**src/rtl/disp_scan_controller.sv**
```systemverilog
`default_nettype none
// ============================================================================
// Module      : disp_scan_controller
// Description : Time-multiplexed 7-segment display scanner. Rotates through
//               NUM_DIGITS digits with a blanking interval at the start of
//               every slot, decodes hex nibbles to segments and double-buffers
//               the display data so updates only take effect on frame
//               boundaries.
//               Optional feature macro: LEADING_ZERO_BLANK_EN (suppresses the
//               segments of leading zero digits; digit 0 always displays).
// Revision    : 1.0 - initial release
// ============================================================================
module disp_scan_controller #(
    parameter int NUM_DIGITS       = 4,
    parameter int CLK_HZ           = 27_000_000,
    parameter int SCAN_HZ          = 1000,
    parameter int BLANK_CYCLES     = 270,
    parameter int ANODE_ACTIVE_LOW = 0
) (
    input  logic                    clk,
    input  logic                    rst,
    input  logic [4*NUM_DIGITS-1:0] digits_i,
    input  logic [NUM_DIGITS-1:0]   dp_i,
    input  logic                    load_i,
    output logic [NUM_DIGITS-1:0]   an_o,
    output logic [6:0]              seg_o,
    output logic                    dp_o,
    output logic                    frame_o
);

    localparam int DWELL = CLK_HZ / SCAN_HZ;
    localparam int CNT_W = (DWELL > 1) ? $clog2(DWELL) : 1;
    localparam int IDX_W = (NUM_DIGITS > 1) ? $clog2(NUM_DIGITS) : 1;

    localparam logic [CNT_W-1:0] DWELL_LAST = CNT_W'(DWELL - 1);
    localparam logic [CNT_W-1:0] BLANK_LAST = CNT_W'((BLANK_CYCLES > 0) ? BLANK_CYCLES - 1 : 0);
    localparam logic [IDX_W-1:0] IDX_LAST   = IDX_W'(NUM_DIGITS - 1);
    // XOR mask applied at the anode register: all ones for active-low boards
    localparam logic [NUM_DIGITS-1:0] AN_IDLE = (ANODE_ACTIVE_LOW != 0) ? {NUM_DIGITS{1'b1}}
                                                                      : {NUM_DIGITS{1'b0}};

    localparam logic [0:0] S_BLANK = 1'b0;
    localparam logic [0:0] S_DRIVE = 1'b1;

    logic [0:0]              state, state_n;
    logic [CNT_W-1:0]        cnt, cnt_n;
    logic [IDX_W-1:0]        idx, idx_n;
    logic                    boundary;
    logic                    frame_n;

    logic [4*NUM_DIGITS-1:0] shadow_dig;
    logic [NUM_DIGITS-1:0]   shadow_dp;
    logic                    pending, pending_n;
    logic [4*NUM_DIGITS-1:0] active_dig, active_dig_n;
    logic [NUM_DIGITS-1:0]   active_dp, active_dp_n;

    logic [3:0]              nib_sel;
    logic                    dp_sel;
    logic [NUM_DIGITS-1:0]   an_n;
    logic [6:0]              seg_n;
    logic                    dp_n;
`ifdef LEADING_ZERO_BLANK_EN
    logic                    lz_run;
    logic                    lz_hit;
`endif

    function automatic logic [6:0] hex7(input logic [3:0] n);
        case (n)
            4'h0:    hex7 = 7'h3F;
            4'h1:    hex7 = 7'h06;
            4'h2:    hex7 = 7'h5B;
            4'h3:    hex7 = 7'h4F;
            4'h4:    hex7 = 7'h66;
            4'h5:    hex7 = 7'h6D;
            4'h6:    hex7 = 7'h7D;
            4'h7:    hex7 = 7'h07;
            4'h8:    hex7 = 7'h7F;
            4'h9:    hex7 = 7'h6F;
            4'hA:    hex7 = 7'h77;
            4'hB:    hex7 = 7'h7C;
            4'hC:    hex7 = 7'h39;
            4'hD:    hex7 = 7'h5E;
            4'hE:    hex7 = 7'h79;
            default: hex7 = 7'h71;
        endcase
    endfunction

    // The frame boundary is the last driven cycle of the last digit; data
    // swapped here is in place before slot 0 of the next frame begins.
    assign boundary = (state == S_DRIVE) && (cnt == DWELL_LAST) && (idx == IDX_LAST);

    // State register: FSM, slot counter and digit index
    always_ff @(posedge clk or posedge rst) begin
        if (rst) begin
            state <= S_BLANK;
            cnt   <= '0;
            idx   <= '0;
        end else begin
            state <= state_n;
            cnt   <= cnt_n;
            idx   <= idx_n;
        end
    end

    // Next-state logic: blank for BLANK_CYCLES, drive until slot end, advance digit
    always_comb begin
        state_n = state;
        cnt_n   = cnt + CNT_W'(1);
        idx_n   = idx;
        case (state)
            S_BLANK: begin
                if ((BLANK_CYCLES == 0) || (cnt == BLANK_LAST)) begin
                    state_n = S_DRIVE;
                end
            end
            default: begin
                if (cnt == DWELL_LAST) begin
                    cnt_n   = '0;
                    idx_n   = (idx == IDX_LAST) ? '0 : idx + IDX_W'(1);
                    // With no blanking the next slot is driven from its first cycle
                    state_n = (BLANK_CYCLES == 0) ? S_DRIVE : S_BLANK;
                end
            end
        endcase
    end

    // Double-buffer update: loads land in shadow, shadow moves to active at
    // the boundary; a load on the boundary itself bypasses straight to active
    always_comb begin
        active_dig_n = active_dig;
        active_dp_n  = active_dp;
        pending_n    = pending;
        if (boundary) begin
            pending_n = 1'b0;
            if (load_i) begin
                active_dig_n = digits_i;
                active_dp_n  = dp_i;
            end else if (pending) begin
                active_dig_n = shadow_dig;
                active_dp_n  = shadow_dp;
            end
        end else if (load_i) begin
            pending_n = 1'b1;
        end
    end

    // Display data registers
    always_ff @(posedge clk or posedge rst) begin
        if (rst) begin
            shadow_dig <= '0;
            shadow_dp  <= '0;
            pending    <= 1'b0;
            active_dig <= '0;
            active_dp  <= '0;
        end else begin
            if (load_i) begin
                shadow_dig <= digits_i;
                shadow_dp  <= dp_i;
            end
            pending    <= pending_n;
            active_dig <= active_dig_n;
            active_dp  <= active_dp_n;
        end
    end

    // Output logic: decode the upcoming cycle so the registered pins line up
    // with the FSM state and index they describe
    always_comb begin
        nib_sel = 4'h0;
        dp_sel  = 1'b0;
        an_n    = '0;
        seg_n   = 7'h00;
        dp_n    = 1'b0;
`ifdef LEADING_ZERO_BLANK_EN
        lz_run  = 1'b1;
        lz_hit  = 1'b0;
`endif
        // Scan from the most significant digit so lz_run tracks "all zero so far"
        for (int k = NUM_DIGITS - 1; k >= 0; k--) begin
`ifdef LEADING_ZERO_BLANK_EN
            lz_run = lz_run && (active_dig_n[4*k +: 4] == 4'h0);
`endif
            if (idx_n == IDX_W'(k)) begin
                nib_sel = active_dig_n[4*k +: 4];
                dp_sel  = active_dp_n[k];
                an_n[k] = (state_n == S_DRIVE);
`ifdef LEADING_ZERO_BLANK_EN
                lz_hit  = lz_run && (k != 0);
`endif
            end
        end
        if (state_n == S_DRIVE) begin
            seg_n = hex7(nib_sel);
            dp_n  = dp_sel;
`ifdef LEADING_ZERO_BLANK_EN
            if (lz_hit) begin
                seg_n = 7'h00;
            end
`endif
        end
    end

    // Frame pulse coincides with the boundary cycle
    assign frame_n = (cnt_n == DWELL_LAST) && (idx_n == IDX_LAST);

    // Output registers; anode polarity applied here
    always_ff @(posedge clk or posedge rst) begin
        if (rst) begin
            an_o    <= AN_IDLE;
            seg_o   <= 7'h00;
            dp_o    <= 1'b0;
            frame_o <= 1'b0;
        end else begin
            an_o    <= an_n ^ AN_IDLE;
            seg_o   <= seg_n;
            dp_o    <= dp_n;
            frame_o <= frame_n;
        end
    end

endmodule
`default_nettype wire

```
**config.mk**
```make
export PLATFORM = sky130hd
export DESIGN_NAME = disp_scan_controller
export DESIGN_NICKNAME = d
export VERILOG_FILES = /design/src/rtl/disp_scan_controller.sv
export SDC_FILE = /design/constraint.sdc
export NUM_CORES = 1
export LEC_CHECK = 0
export CAP_MARGIN = 20
export CORE_MARGIN = 4
export CORE_UTILIZATION = 40
export CTS_CLUSTER_DIAMETER = 50
export CTS_CLUSTER_SIZE = 40
export DETAILED_ROUTE_END_ITERATION = 8
export PLACE_DENSITY_LB_ADDON = 0.3
export RECOVER_POWER = 100
export SYNTH_ARGS = -nofsm -noshare
export SYNTH_HDL_FRONTEND = slang
export SYNTH_SLANG_ARGS = --single-unit
```
**constraint.sdc**
```tcl
create_clock -name clk -period 5.05 [get_ports clk]
set_input_delay 0.505 -clock clk [delete_from_list [all_inputs] [get_ports clk]]
set_output_delay 0.505 -clock clk [all_outputs]
set_load 0.005 [all_outputs]
```
# ---- Yosys cells after proc, flatten, opt, wreduce, memory -nomap -nowiden
# Memories as Yosys holds them, arrays and structs flattened.
# Index checks and enable logic that the tools add are counted.
dict set report totals {
  reg_bits 72
  romBits 112
  inputBits 23
  wordCells 57
  n_memories 1
}
dict set report classes {
  n_addsub 2
  eq_ne 7
  mux 30
  reduce_logical 5
}
# memory depth width read_ports rd_clocked_by_memory_dff write_ports line_no
set memory_table {}
lappend memory_table {{(no name shown)} 16 7 1 0 0 68} ;# case (n)
# op n
set ops {}
lappend ops {{16-bit two-way mux} 3}
lappend ops {{15-bit == test (second input constant)} 2}
lappend ops {{15-bit two-way mux} 2}
lappend ops {{4-bit two-way mux} 7}
lappend ops {{15-bit by 1-bit adder with 15-bit output (second input constant)} 1}
lappend ops {{15-bit by 9-bit == test with 1-bit output (second input constant)} 1}
lappend ops {{1-bit two-way mux} 14}
lappend ops {{7-bit two-way mux} 1}
lappend ops {{2-bit == test (second input constant)} 3}
lappend ops {{2-bit two-way mux} 3}
lappend ops {{1-bit logical AND} 3}
lappend ops {{2-bit by 1-bit adder with 2-bit output (second input constant)} 1}
lappend ops {{2-bit by 1-bit == test with 1-bit output (second input constant)} 1}
lappend ops {{2-bit zero test} 1}
lappend ops {{2-bit nonzero test} 1}

# ---- Depth between registers and ports, before layout
# Gate-level depths: netlist of the first run.
# An unclocked memory read counts as a cell.
dict set report depth {
  depth_word 11
  depth_mapped 15
  mapped_depth_nobuf 13
}

# ---- Worst setup path after synthesis of the first run
# Ideal clock, no wire load.
dict set report synth_timing {
  path_kind {register to register}
  startpoint {reg cnt[7]}
  endpoint {reg seg_o[3]}
  setup_time_ps 72
  arrival_ps 3527
  t_required_ps 4978
  path_slack_ps 1450
  path_stages_with_launch 12
  path_buffers 2
  period_less_slack_ps 3600
  cell_sequence {dfrtp_1 -> or3b_4 -> or4_4 -> buf_6 -> mux2i_4 -> inv_2 -> buf_6 -> o32ai_1 -> inv_1 -> ha_1 -> mux4_2 -> nor2_1}
}
dict set report synth_between {
  elab_chain_cells 10
  word_cells_on_any_way 20
}
# element line_no
set synth_rtl {}
lappend synth_rtl {{start, declared} 46} ;# logic [CNT_W-1:0] cnt, cnt_n;
lappend synth_rtl {{start signal, assigned} 100} ;# cnt <= cnt_n;
lappend synth_rtl {{15-bit == test *} 117} ;# if (cnt == DWELL_LAST) begin
lappend synth_rtl {{2-bit two-way mux *} 117}
lappend synth_rtl {{2-bit two-way mux *} 110} ;# case (state)
lappend synth_rtl {{named net idx_n[0]} 47} ;# logic [IDX_W-1:0] idx, idx_n;
lappend synth_rtl {{2-bit == test} 183} ;# if (idx_n == IDX_W'(k)) begin
lappend synth_rtl {{4-bit two-way mux (3 in series)} 183}
lappend synth_rtl {{4-bit two-way mux *} 183}
lappend synth_rtl {{memory 16 x 7 bit *} -}
lappend synth_rtl {{7-bit two-way mux *} 192} ;# if (state_n == S_DRIVE) begin
lappend synth_rtl {{named net seg_n[3]} 60} ;# logic [6:0] seg_n;
lappend synth_rtl {{end signal, assigned} 215} ;# seg_o <= seg_n;
lappend synth_rtl {{end, declared} 26} ;# output logic [6:0] seg_o,
# The timed path passes the listed nets; every way through them passes the cells marked *.
# A chain may end at the register's enable or synchronous reset.

# ---- Worst setup path after layout of the first run
dict set report layout_timing {
  startpoint {reg cnt[7]}
  endpoint {reg seg_o[3]}
}
dict set report layout_between {
  elab_chain_cells 10
  word_cells_on_any_way 20
}
# element line_no
set layout_rtl {}
lappend layout_rtl {{15-bit == test} {90, 117}}
lappend layout_rtl {{2-bit two-way mux / 1-bit logical AND (equally long branches)} {117, 90}}
lappend layout_rtl {{2-bit two-way mux / 1-bit logical AND (equally long branches)} {110, 90}}
lappend layout_rtl {{2-bit == test / 16-bit two-way mux (equally long branches)} {183, 133}}
lappend layout_rtl {{4-bit two-way mux (4 in series)} 183}
lappend layout_rtl {{memory 16 x 7 bit} -}
lappend layout_rtl {{7-bit two-way mux *} 192}
lappend layout_rtl {{named net seg_n[3]} 60}
# Marks and branches as above.

==> impl_results.md, run 1 <==
- Height of the die: 102 um
- Clk slew on worst S/H paths: 0.07 ns
- Via count: 2531
- FF-to-FF Start: cnt[7]$_DFF_PP0_
- Global-route wire length before repair: 13000 um
- Clock Tree Buf Depth: 2
- Vias in the first global route: 2614
- TritonCTS Buffers: 9
- Status: finished clean
- H-tree depth: 3
- Top cell type's share of synthesized area: 51.3%
- Initial antenna violation count: 0
- Routed wire length: slightly below 8000 um
- I/O pin count: 36
- Pwr Density: 262 nW/um2
- Share of layout cells above drive strength 1: 11.0%
- Diode count: 0
- Number of enable flip-flop cells after synthesis: 0
- Final hold violations: 0
- TritonCTS clock tree: built
- Crit path from: cnt[7]$_DFF_PP0_
- Flop2flop setup slack: 0.92 ns
- Final-stage net count: 382
- Worst-margin pin slew: 1.01 ns
- Fin. max-slew vios: 0
- Hold Crit Depth: 1
- Final min period: about 4.1 ns
- Slew headroom: between 30% and 40%
- Core ar.: 8380 um2
- Cell count of the worst reg-to-reg path: 11
- CTS-repair resized insts: 0
- Post-CTS Setup Inserts: 0
- Most frequently used flop master after synthesis: dfrtp_1
- Worst Setup Path Type: reg -> reg
- Initial DRT Pass Iterations: 4
- Type of destination of the critical path: register
- Cell Rows: 33
- Congestion Overflow GR: 0
- Die footprint: between 10000 and 15000 um2
- Gate Count Post-Synth: 315
- Pwr Total: 0.00107 W
- GPL Wtd Cong: 0.795
- Worst-skew pair later-pin latency: 0.35 ns
- Fmax: between 200 and 250 MHz
- Worst hold endpoint: shadow_dp[3]$_DFFE_PP0P_
- Area grow syn2layout: 16.4%
- Final Setup Violations: 0
- Per-cell routed wire length: 16.8 um
- DIE WIDTH: ~100 um
- Post-synth ARST share: 100%
- Setup TNS: 0 ns
- Register area share after synthesis: between 50% and 60%
- Total global-route track usage: ~16%
- Synth top area cells: dfrtp_1, mux2_2, ha_1, nor2_1, nand2_1
- # Max-Cap Violations: 0
- Worst Path Required: 5.33 ns
- 1st-iter DRT viols: 134
- Syn nets: 347
- Startpoint Class: register
- CTS root buf: clkbuf_8
- ANT nets after route: 0
- Largest net degree at the start of global routing: 48
- Clock sink total: 72
- Area leader, netlist: dfrtp_1
- Maximum vdd drop: 0.000136 V
- Worst-path maximum fanout: 11
- Worst hold path type: reg -> reg
- Min-delay src: shadow_dp[3]$_DFFE_PP0P_
- Worst r2r dst: seg_o[3]$_DFF_PP0_
- Vias per std cell: 5.51
- Leakage power: 1.84 nW
- Post-synthesis cell area: 3510 um2
- Synthesized area per cell: 11.1 um2
- DRC Markers: 0
- Seq cells post-synth: 72
- Port Buffer Count: 35
- Synth warn: 0
- CTS Hold Bufs: 0
- Crit path arrival time: 4.41 ns
- Skew final: roughly 0.014 ns
- Dpl hpwl: 5410 um
- Distinct cells, synth: 54
- RSZ-0062 raised after global routing: false
- Starting Density: 41.9%
- Period utilization: 81.9%
==> layout make-up <==
type,count,area (um2)
well taps,105,131
repair buffers,40,378
multi-input cells,215,1560
clock buffers,10,138
inverters,12,45.0
flip-flops and latches,72,1800
clock inverters,5,33.8
fillers,783,4290
==> cells by family (layout without fill, tap and decap cells) <==
group / count (synthesis) / after routing / share of synthesized area, %
AO/OA/AOI/OAI: 46 / 46 / 9.33
flip-flops: 72 / 72 / 51.3
multiplexers: 34 / 34 / 11.8
buffers and inverters: 28 / 67 / 3.56
XOR/XNOR: 13 / 13 / 3.24
adder cells (fa/ha/maj): 9 / 9 / 3.21
AND/OR/NAND/NOR: 113 / 113 / 17.6
==> sequential cells by signal, summed over array words and instances (netlist names) <==
name        cells
seg_o           7
dp_o            1
state           1
shadow_dp       4
idx             2
cnt            15
shadow_dig     16
pending         1
frame_o         1
active_dig     16
active_dp       4
an_o            4
==> layer usage <==
layer  vias to the layer above  track usage, %  share of wire (%)
li1                       1206               -                  -
met3                        11            4.27                5.1
met1                      1257            22.7                 48
met5                         -               0                  0
met4                         0            4.81                1.3
met2                        57            24.5                 45
==> Yosys cell counts (all sizes together), types with 5 or more instances <==
cell type	number
dfrtp	72
mux2	28
nor2	22
nand2	21
nand3	15
nor3	15
o21ai	13
inv	12
clkbuf	10
ha	9
nor4	8
xor2	8
nand4	7
a211oi	6
a21oi	6
buf	6
mux2i	5
xnor2	5
==> cells in the final DEF (no fill, tap or decap), types with 5 or more instances in the layout <==
| cell type | Yosys | layout |
|---|---|---|
| clkdlybuf4s50_1 | 0 | 20 |
| ha_1 | 9 | 9 |
| nand3_1 | 15 | 15 |
| xor2_1 | 8 | 8 |
| nand2_1 | 21 | 21 |
| inv_1 | 10 | 11 |
| nand4_1 | 7 | 7 |
| mux2_1 | 0 | 15 |
| mux2_2 | 28 | 13 |
| a211oi_1 | 5 | 5 |
| nor4_1 | 7 | 7 |
| clkbuf_8 | 0 | 10 |
| xnor2_1 | 5 | 5 |
| o21ai_0 | 11 | 12 |
| a21oi_1 | 6 | 6 |
| dlygate4sd3_1 | 0 | 15 |
| nor3_1 | 15 | 15 |
| nor2_1 | 22 | 22 |
| dfrtp_1 | 72 | 72 |
==> critical path, cell delays in order (launching register included) <==
cell and delay [ns]:
dfrtp_1 0.41, or3b_1 0.44, or4_1 0.71, mux2i_1 0.72, inv_2 0.27, a221oi_1 0.26
o21ai_0 0.13, and3_1 0.25, ha_1 0.30, inv_1 0.05, mux4_2 0.43, nor2_1 0.09
==> where the power goes <==
part / switching [W] / internal [W] / total (W)
clock: 0.000219 / 0.000188 / 0.000407
combinational: 0.0000323 / 0.0000321 / 0.0000644
sequential: 0.00000512 / 0.000593 / 0.000598
==> worst max path at each step <==
stage,end,slack (ns),cells past startpoint
after floorplan,seg_o[3]$_DFF_PP0_,1.45,11
after global placement,seg_o[3]$_DFF_PP0_,1.10,11
after detailed placement,seg_o[6]$_DFF_PP0_,0.95,11
after CTS,seg_o[6]$_DFF_PP0_,0.97,9
after global routing,seg_o[3]$_DFF_PP0_,0.67,11
final,seg_o[3]$_DFF_PP0_,0.92,11
==> stage by stage <==
step                setup slack, ns  std cells  utilization, %  hold slack (ns)  cell area (um2)
floorplan                      1.45        315               -            0.450             3510
global placement               1.10        443            47.1            0.469             3950
detailed placement            0.950        443            47.1            0.484             3950
CTS                           0.969        458            49.2            0.500             4120
global route                  0.665        459            48.8            0.513             4090
finish                        0.915        459            48.8            0.481             4090
Note: power is estimated with default switching activity, not from simulation.
==> inputs of run 2 (changes only) <==
Clock period 5.05 ns to 3.5 ns, I/O delays scaled along.
==> impl_results.md, run 2 (synthesis gave the netlist of run 1 again) <==
- ANT nets after route: 0 (unchanged)
- DRC Markers: 0 (unchanged)
- Height of the die: 102 um (unchanged)
- DIE WIDTH: 102 um (unchanged)
- Worst-path maximum fanout: 6 (-5)
- Port Buffer Count: 35 (unchanged)
- 1st-iter DRT viols: 139 (+3.7%)
- Largest registers: active_dig: 16 flops, shadow_dig: 16 flops, cnt: 15 flops
- Fmax: 298 MHz (+23%)
- Vias per std cell: 5.48 (-0.58%)
- I/O pin count: 36 (unchanged)
- Diode count: 0 (unchanged)
- Vias in the first global route: 2603 (-0.42%)
- # Max-Cap Violations: 0 (unchanged)
- Most common cell after layout, fill and taps aside: dfrtp_1
- Area grow syn2layout: 23.0%
- Clock network power share: 43.4% (+5.4 points)
- Die footprint: 10300 um2 (unchanged)
- Congestion Overflow GR: 0 (unchanged)
- Routed wire length: 8100 um (+5.2%)
- Cell Count, Final, Fillers Out: 479 (+4.4%)
- Leakage power: 1.95 nW (+5.9%)
- Core ar.: 8380 um2 (unchanged)
- Clock sink total: 72 (unchanged)
- Dpl hpwl: 5770 um (+6.8%)
- Starting Density: 41.9% (unchanged)
- Setup TNS: 0 ns (unchanged)
- RSZ-0062 raised after global routing: false
- Inst Count DP: 458 (+3.4%)
- H-tree depth: 3 (unchanged)
- Final-stage net count: 401 (+5.0%)
- CTS root buf: clkbuf_8
- Worst-skew pair later-pin latency: 0.34 ns (about the same)
- Worst Setup Path Type: reg -> reg
- Register share of total power: 51.0% (-4.9 points)
- Worst hold path type: reg -> reg
- Skew final: 0.0143 ns (-0.0000248 ns)
- Startpoint Class: register
- Final hold violations: 0 (unchanged)
- TritonCTS clock tree: built
- Per-cell routed wire length: 16.9 um (+0.83%)
- Type of destination of the critical path: register
- GPL Wtd Cong: 0.870 (+9.4%)
- Slew headroom: 14.8% (-18 points)
- Via count: 2626 (+3.8%)
- Final Setup Violations: 0 (unchanged)
- Worst Path Required: 3.78 ns (-1.55 ns)
- Worst-margin pin slew: 1.28 ns (+0.267 ns)
- Pre-CTS setup slack: 0.0659 ns (-0.884 ns)
- Most frequent cells in the layout: dfrtp_1, nor2_1, nand2_1, clkdlybuf4s50_1, buf_4
- Clk slew on worst S/H paths: 0.09 ns (+0.02 ns)
- Largest net degree at the start of global routing: 30 (-38%)
- Flop2flop setup slack: 0.14 ns (-0.77 ns)
- Pwr Density: 391 nW/um2 (+50%)
- Global-route wire length before repair: 13500 um (+3.6%)
- Crit path arrival time: 3.63 ns (-0.78 ns)
- Cell Rows: 33 (unchanged)
- CTS Hold Bufs: 0 (unchanged)
- TritonCTS Buffers: 9 (unchanged)
- Initial antenna violation count: 0 (unchanged)
- Total global-route track usage: 16.7% (+0.53 points)
- Combinational Power Share: 5.6% (-0.4 points)
- Maximum vdd drop: 0.000266 V (+96%)
- Net Sw Frac: 22.7% (-1.3 points)
- Initial DRT Pass Iterations: 4 (unchanged)
- Fin. max-slew vios: 0 (unchanged)
- Sw power: 0.000383 W (+50%)
- Share of layout cells above drive strength 1: 16.6% (+5.6 points)
- Period utilization: 95.9% (+14 points)
- Final min period: 3.36 ns (-0.778 ns)
- Pint: 0.00131 W (+61%)
- Worst setup margin: 0.143 ns (-0.772 ns)
- Clock Tree Buf Depth: 2 (unchanged)
- Status: finished clean
==> run 2: cell types whose count changed in the layout (fill, tap and decap cells not counted), sizes merged <==
cell,before,now
buf,3,18
clkbuf,12,15
bufinv,0,2
clkinv,3,1
inv,12,14
clkinvlp,2,1
mux2i,5,6
==> run 2: what timing repair did <==
item                       in CTS  in global routing
setup endpoints to repair       0                  7
buffers inserted                0                  4
gates resized for setup         0                  3
==> run 2: metal layers <==
metal	vias to the layer above	GRT usage, %	share of wire (%)
met5	-	0	0
met3	4	4.06	4.8
met1	1315	25.1	49
met4	0	3.68	0.79
li1	1245	-	-
met2	62	24.3	45
==> run 2: path summary, 6_finish.rpt <==
path	from	endpoint	depth (start not counted)
max	cnt[9]$_DFF_PP0_	seg_o[3]$_DFF_PP0_	10
min	shadow_dp[0]$_DFFE_PP0P_	shadow_dp[0]$_DFFE_PP0P_	1
max reg2reg	cnt[9]$_DFF_PP0_	seg_o[3]$_DFF_PP0_	10
min reg2reg	shadow_dp[0]$_DFFE_PP0P_	shadow_dp[0]$_DFFE_PP0P_	1
max in group asynchronous	rst	shadow_dp[0]$_DFFE_PP0P_	3
min in group asynchronous	rst	active_dig[4]$_DFF_PP0_	2
==> run 2: through the flow <==
step	area, um2	hold slack [ns]	power (W)	utilization [%]
floorplan	3520	0.450	0.000934	-
global placement	4070	0.466	0.000979	48.6
detailed placement	4070	0.472	0.000982	48.6
CTS	4290	0.415	0.00171	51.2
global route	4320	0.514	0.00176	51.6
finish	4320	0.484	0.00169	51.6
==> run 2: final cells by class <==
type                            instances  area, um2
Clock buffer                           10        128
Clock inverter                          6       90.1
Fill cell                             729       4060
Inverter                               12       45.0
Multi-Input combinational cell        216       1620
Sequential cell                        72       1800
Tap cell                              105        131
Timing Repair Buffer                   58        504
==> run 2: power by group through the flow <==
stage               sequential (W)  clock, W  combinational, W
finish                    0.000863  0.000734         0.0000942
global route              0.000866  0.000790          0.000106
CTS                       0.000864  0.000747          0.000102
detailed placement        0.000881         0          0.000101
global placement          0.000879         0         0.0000995
floorplan                 0.000877         0         0.0000564
==> run 2: critical path: stages (launching register included) <==
cell and delay (ns):
dfrtp_1 0.43, or3b_4 0.42, or4_4 0.64, mux2i_4 0.26, buf_4 0.16, and2_1 0.15, o32ai_4 0.30, inv_1 0.10
ha_1 0.26, mux4_2 0.47, nor2_1 0.10
==> inputs of run 3 (changes only) <==
Settings changed: CTS_BUF_LIST from default to sky130_fd_sc_hd__clkbuf_16.
==> impl_results.md, run 3 (synthesis gave the netlist of run 1 again) <==
- Dpl hpwl: 5770 um (unchanged)
- Pwr Density: 437 nW/um2 (+12%)
- Largest registers: active_dig: 16 flops, shadow_dig: 16 flops, cnt: 15 flops
- Initial DRT Pass Iterations: 4 (unchanged)
- Core ar.: 8380 um2 (unchanged)
- Most common cell after layout, fill and taps aside: dfrtp_1
- Design area: 4440 um2 (+2.8%)
- Worst Path Required: 3.75 ns (-0.03 ns)
- GPL Wtd Cong: 0.870 (unchanged)
- Per-cell routed wire length: 17.2 um (+1.8%)
- Share of layout cells above drive strength 1: 16.8% (+0.27 points)
- Status: finished clean
- Slew headroom: 13.7% (-1.0 points)
- Worst-margin pin slew: 1.29 ns (+0.0157 ns)
- Die footprint: 10300 um2 (unchanged)
- I/O pin count: 36 (unchanged)
- Final min period: 3.39 ns (+0.0333 ns)
- Height of the die: 102 um (unchanged)
- Starting Density: 41.9% (unchanged)
- DIE WIDTH: 102 um (unchanged)
- Most frequent cells in the layout: dfrtp_1, nor2_1, nand2_1, clkdlybuf4s50_1, buf_4
- Final Setup Violations: 0 (unchanged)
- Worst Setup Path Type: reg -> reg
- Global-route wire length before repair: 13800 um (+2.0%)
- Diode count: 0 (unchanged)
- Pint: 0.00153 W (+17%)
- Period utilization: 96.9% (+0.95 points)
- Cell Rows: 33 (unchanged)
- Initial antenna violation count: 0 (unchanged)
- Worst-path maximum fanout: 9 (+3)
- TritonCTS clock tree: built
- RSZ-0062 raised after global routing: true
- Combinational Power Share: 4.9% (-0.7 points)
- Final hold violations: 0 (unchanged)
- 1st-iter DRT viols: 98 (-29%)
- Type of destination of the critical path: register
- Setup TNS: 0 ns (unchanged)
- Total global-route track usage: 17.2% (+0.55 points)
- Clock Tree Buf Depth: 2 (unchanged)
- Maximum vdd drop: 0.000244 V (-8.5%)
- TritonCTS Buffers: 9 (unchanged)
- Clock network power share: 50.6% (+7.2 points)
- Routed wire length: 8240 um (+1.8%)
- Skew final: 0.0100 ns (-0.00429 ns)
- Clk slew on worst S/H paths: 0.06 ns (-0.03 ns)
- Sw power: 0.000413 W (+7.7%)
- Largest net degree at the start of global routing: 30 (unchanged)
- Register share of total power: 44.5% (-6.5 points)
- Fmax: 295 MHz (-0.98%)
- Fin. max-slew vios: 0 (unchanged)
- Flop2flop setup slack: 0.11 ns (-0.03 ns)
- # Max-Cap Violations: 0 (unchanged)
- Port Buffer Count: 35 (unchanged)
- Worst hold path type: reg -> reg
- Startpoint Class: register
- Net Sw Frac: 21.3% (-1.4 points)
- Vias in the first global route: 2655 (+2.0%)
- Final-stage net count: 401 (unchanged)
- Leakage power: 2.00 nW (+2.6%)
- Fill cell count: 713 (-2.2%)
- Via count: 2613 (-0.50%)
- H-tree depth: 3 (unchanged)
- Post-DP Area: 4070 um2 (unchanged)
- Clock sink total: 72 (unchanged)
- Worst-skew pair later-pin latency: 0.33 ns (about the same)
- CTS root buf: clkbuf_16
- DRC Markers: 0 (unchanged)
- Crit path arrival time: 3.64 ns (about the same)
- Area grow syn2layout: 26.4%
- ANT nets after route: 0 (unchanged)
- Vias per std cell: 5.46 (-0.50%)
- Congestion Overflow GR: 0 (unchanged)
- CTS Hold Bufs: 0 (unchanged)
==> run 3: metal layers <==
metal / track usage (%) / part of all wire [%] / vias up
met4: 6.24 / 1.6 / 0
met1: 25.2 / 50 / 1298
met2: 25.3 / 45 / 53
met5: 0 / 0 / -
met3: 3.65 / 3.5 / 12
li1: - / - / 1250
==> run 3: critical path, stage by stage, from the launching register on <==
cell and delay, ns:
dfrtp_1 0.43, or3b_4 0.42, or4_4 0.62, mux2i_4 0.32, inv_2 0.16, a211oi_1 0.34, nor4_4 0.08, buf_4 0.17
buf_4 0.14, nor2_1 0.27, o21ai_0 0.16, a21oi_1 0.18
==> run 3: final timing paths <==
kind                                           from                  endpoint  cells after the start
hold reg to reg            shadow_dp[0]$_DFFE_PP0P_  shadow_dp[0]$_DFFE_PP0P_                      1
max in group asynchronous                       rst    active_dp[1]$_DFF_PP0_                      3
hold / removal             shadow_dp[0]$_DFFE_PP0P_  shadow_dp[0]$_DFFE_PP0P_                      1
min in group asynchronous                       rst          cnt[9]$_DFF_PP0_                      2
setup / recovery                   cnt[9]$_DFF_PP0_        seg_o[0]$_DFF_PP0_                     11
setup reg to reg                   cnt[9]$_DFF_PP0_        seg_o[0]$_DFF_PP0_                     11
==> run 3: power groups by stage <==
| stage | sequential, W | combinational (W) | clock (W) |
|---|---|---|---|
| after floorplan | 0.000877 | 0.0000564 | 0 |
| after global placement | 0.000879 | 0.0000995 | 0 |
| after detailed placement | 0.000881 | 0.000101 | 0 |
| after CTS | 0.000866 | 0.000102 | 0.000998 |
| after global routing | 0.000867 | 0.000107 | 0.00104 |
| final | 0.000865 | 0.0000945 | 0.000983 |
==> run 3: final cells by class <==
cell class / count / area [um2] / area share, %
sequential: 72 / 1800 / 40.6
multi-input combinational: 216 / 1640 / 36.9
timing repair buffer: 58 / 504 / 11.4
clock buffer: 9 / 225 / 5.07
tap: 105 / 131 / 2.96
clock inverter: 7 / 93.8 / 2.11
inverter: 12 / 45.0 / 1.01
==> run 3: stage by stage <==
step	util (%)	cells	hold WS, ns	setup slack [ns]	power [W]
floorplan	-	315	0.450	0.153	0.000934
global placement	48.6	458	0.466	0.200	0.000979
detailed placement	48.6	458	0.472	0.0659	0.000982
CTS	52.4	474	0.438	0.0492	0.00197
global route	53.0	479	0.507	-0.00383	0.00201
finish	53.0	479	0.479	0.110	0.00194
==> run 3: repair_timing <==
item                                    4_1_cts  5_1_grt
gates resized for setup                       0        4
endpoints found under the setup margin        0        7
buffers inserted                              0        4
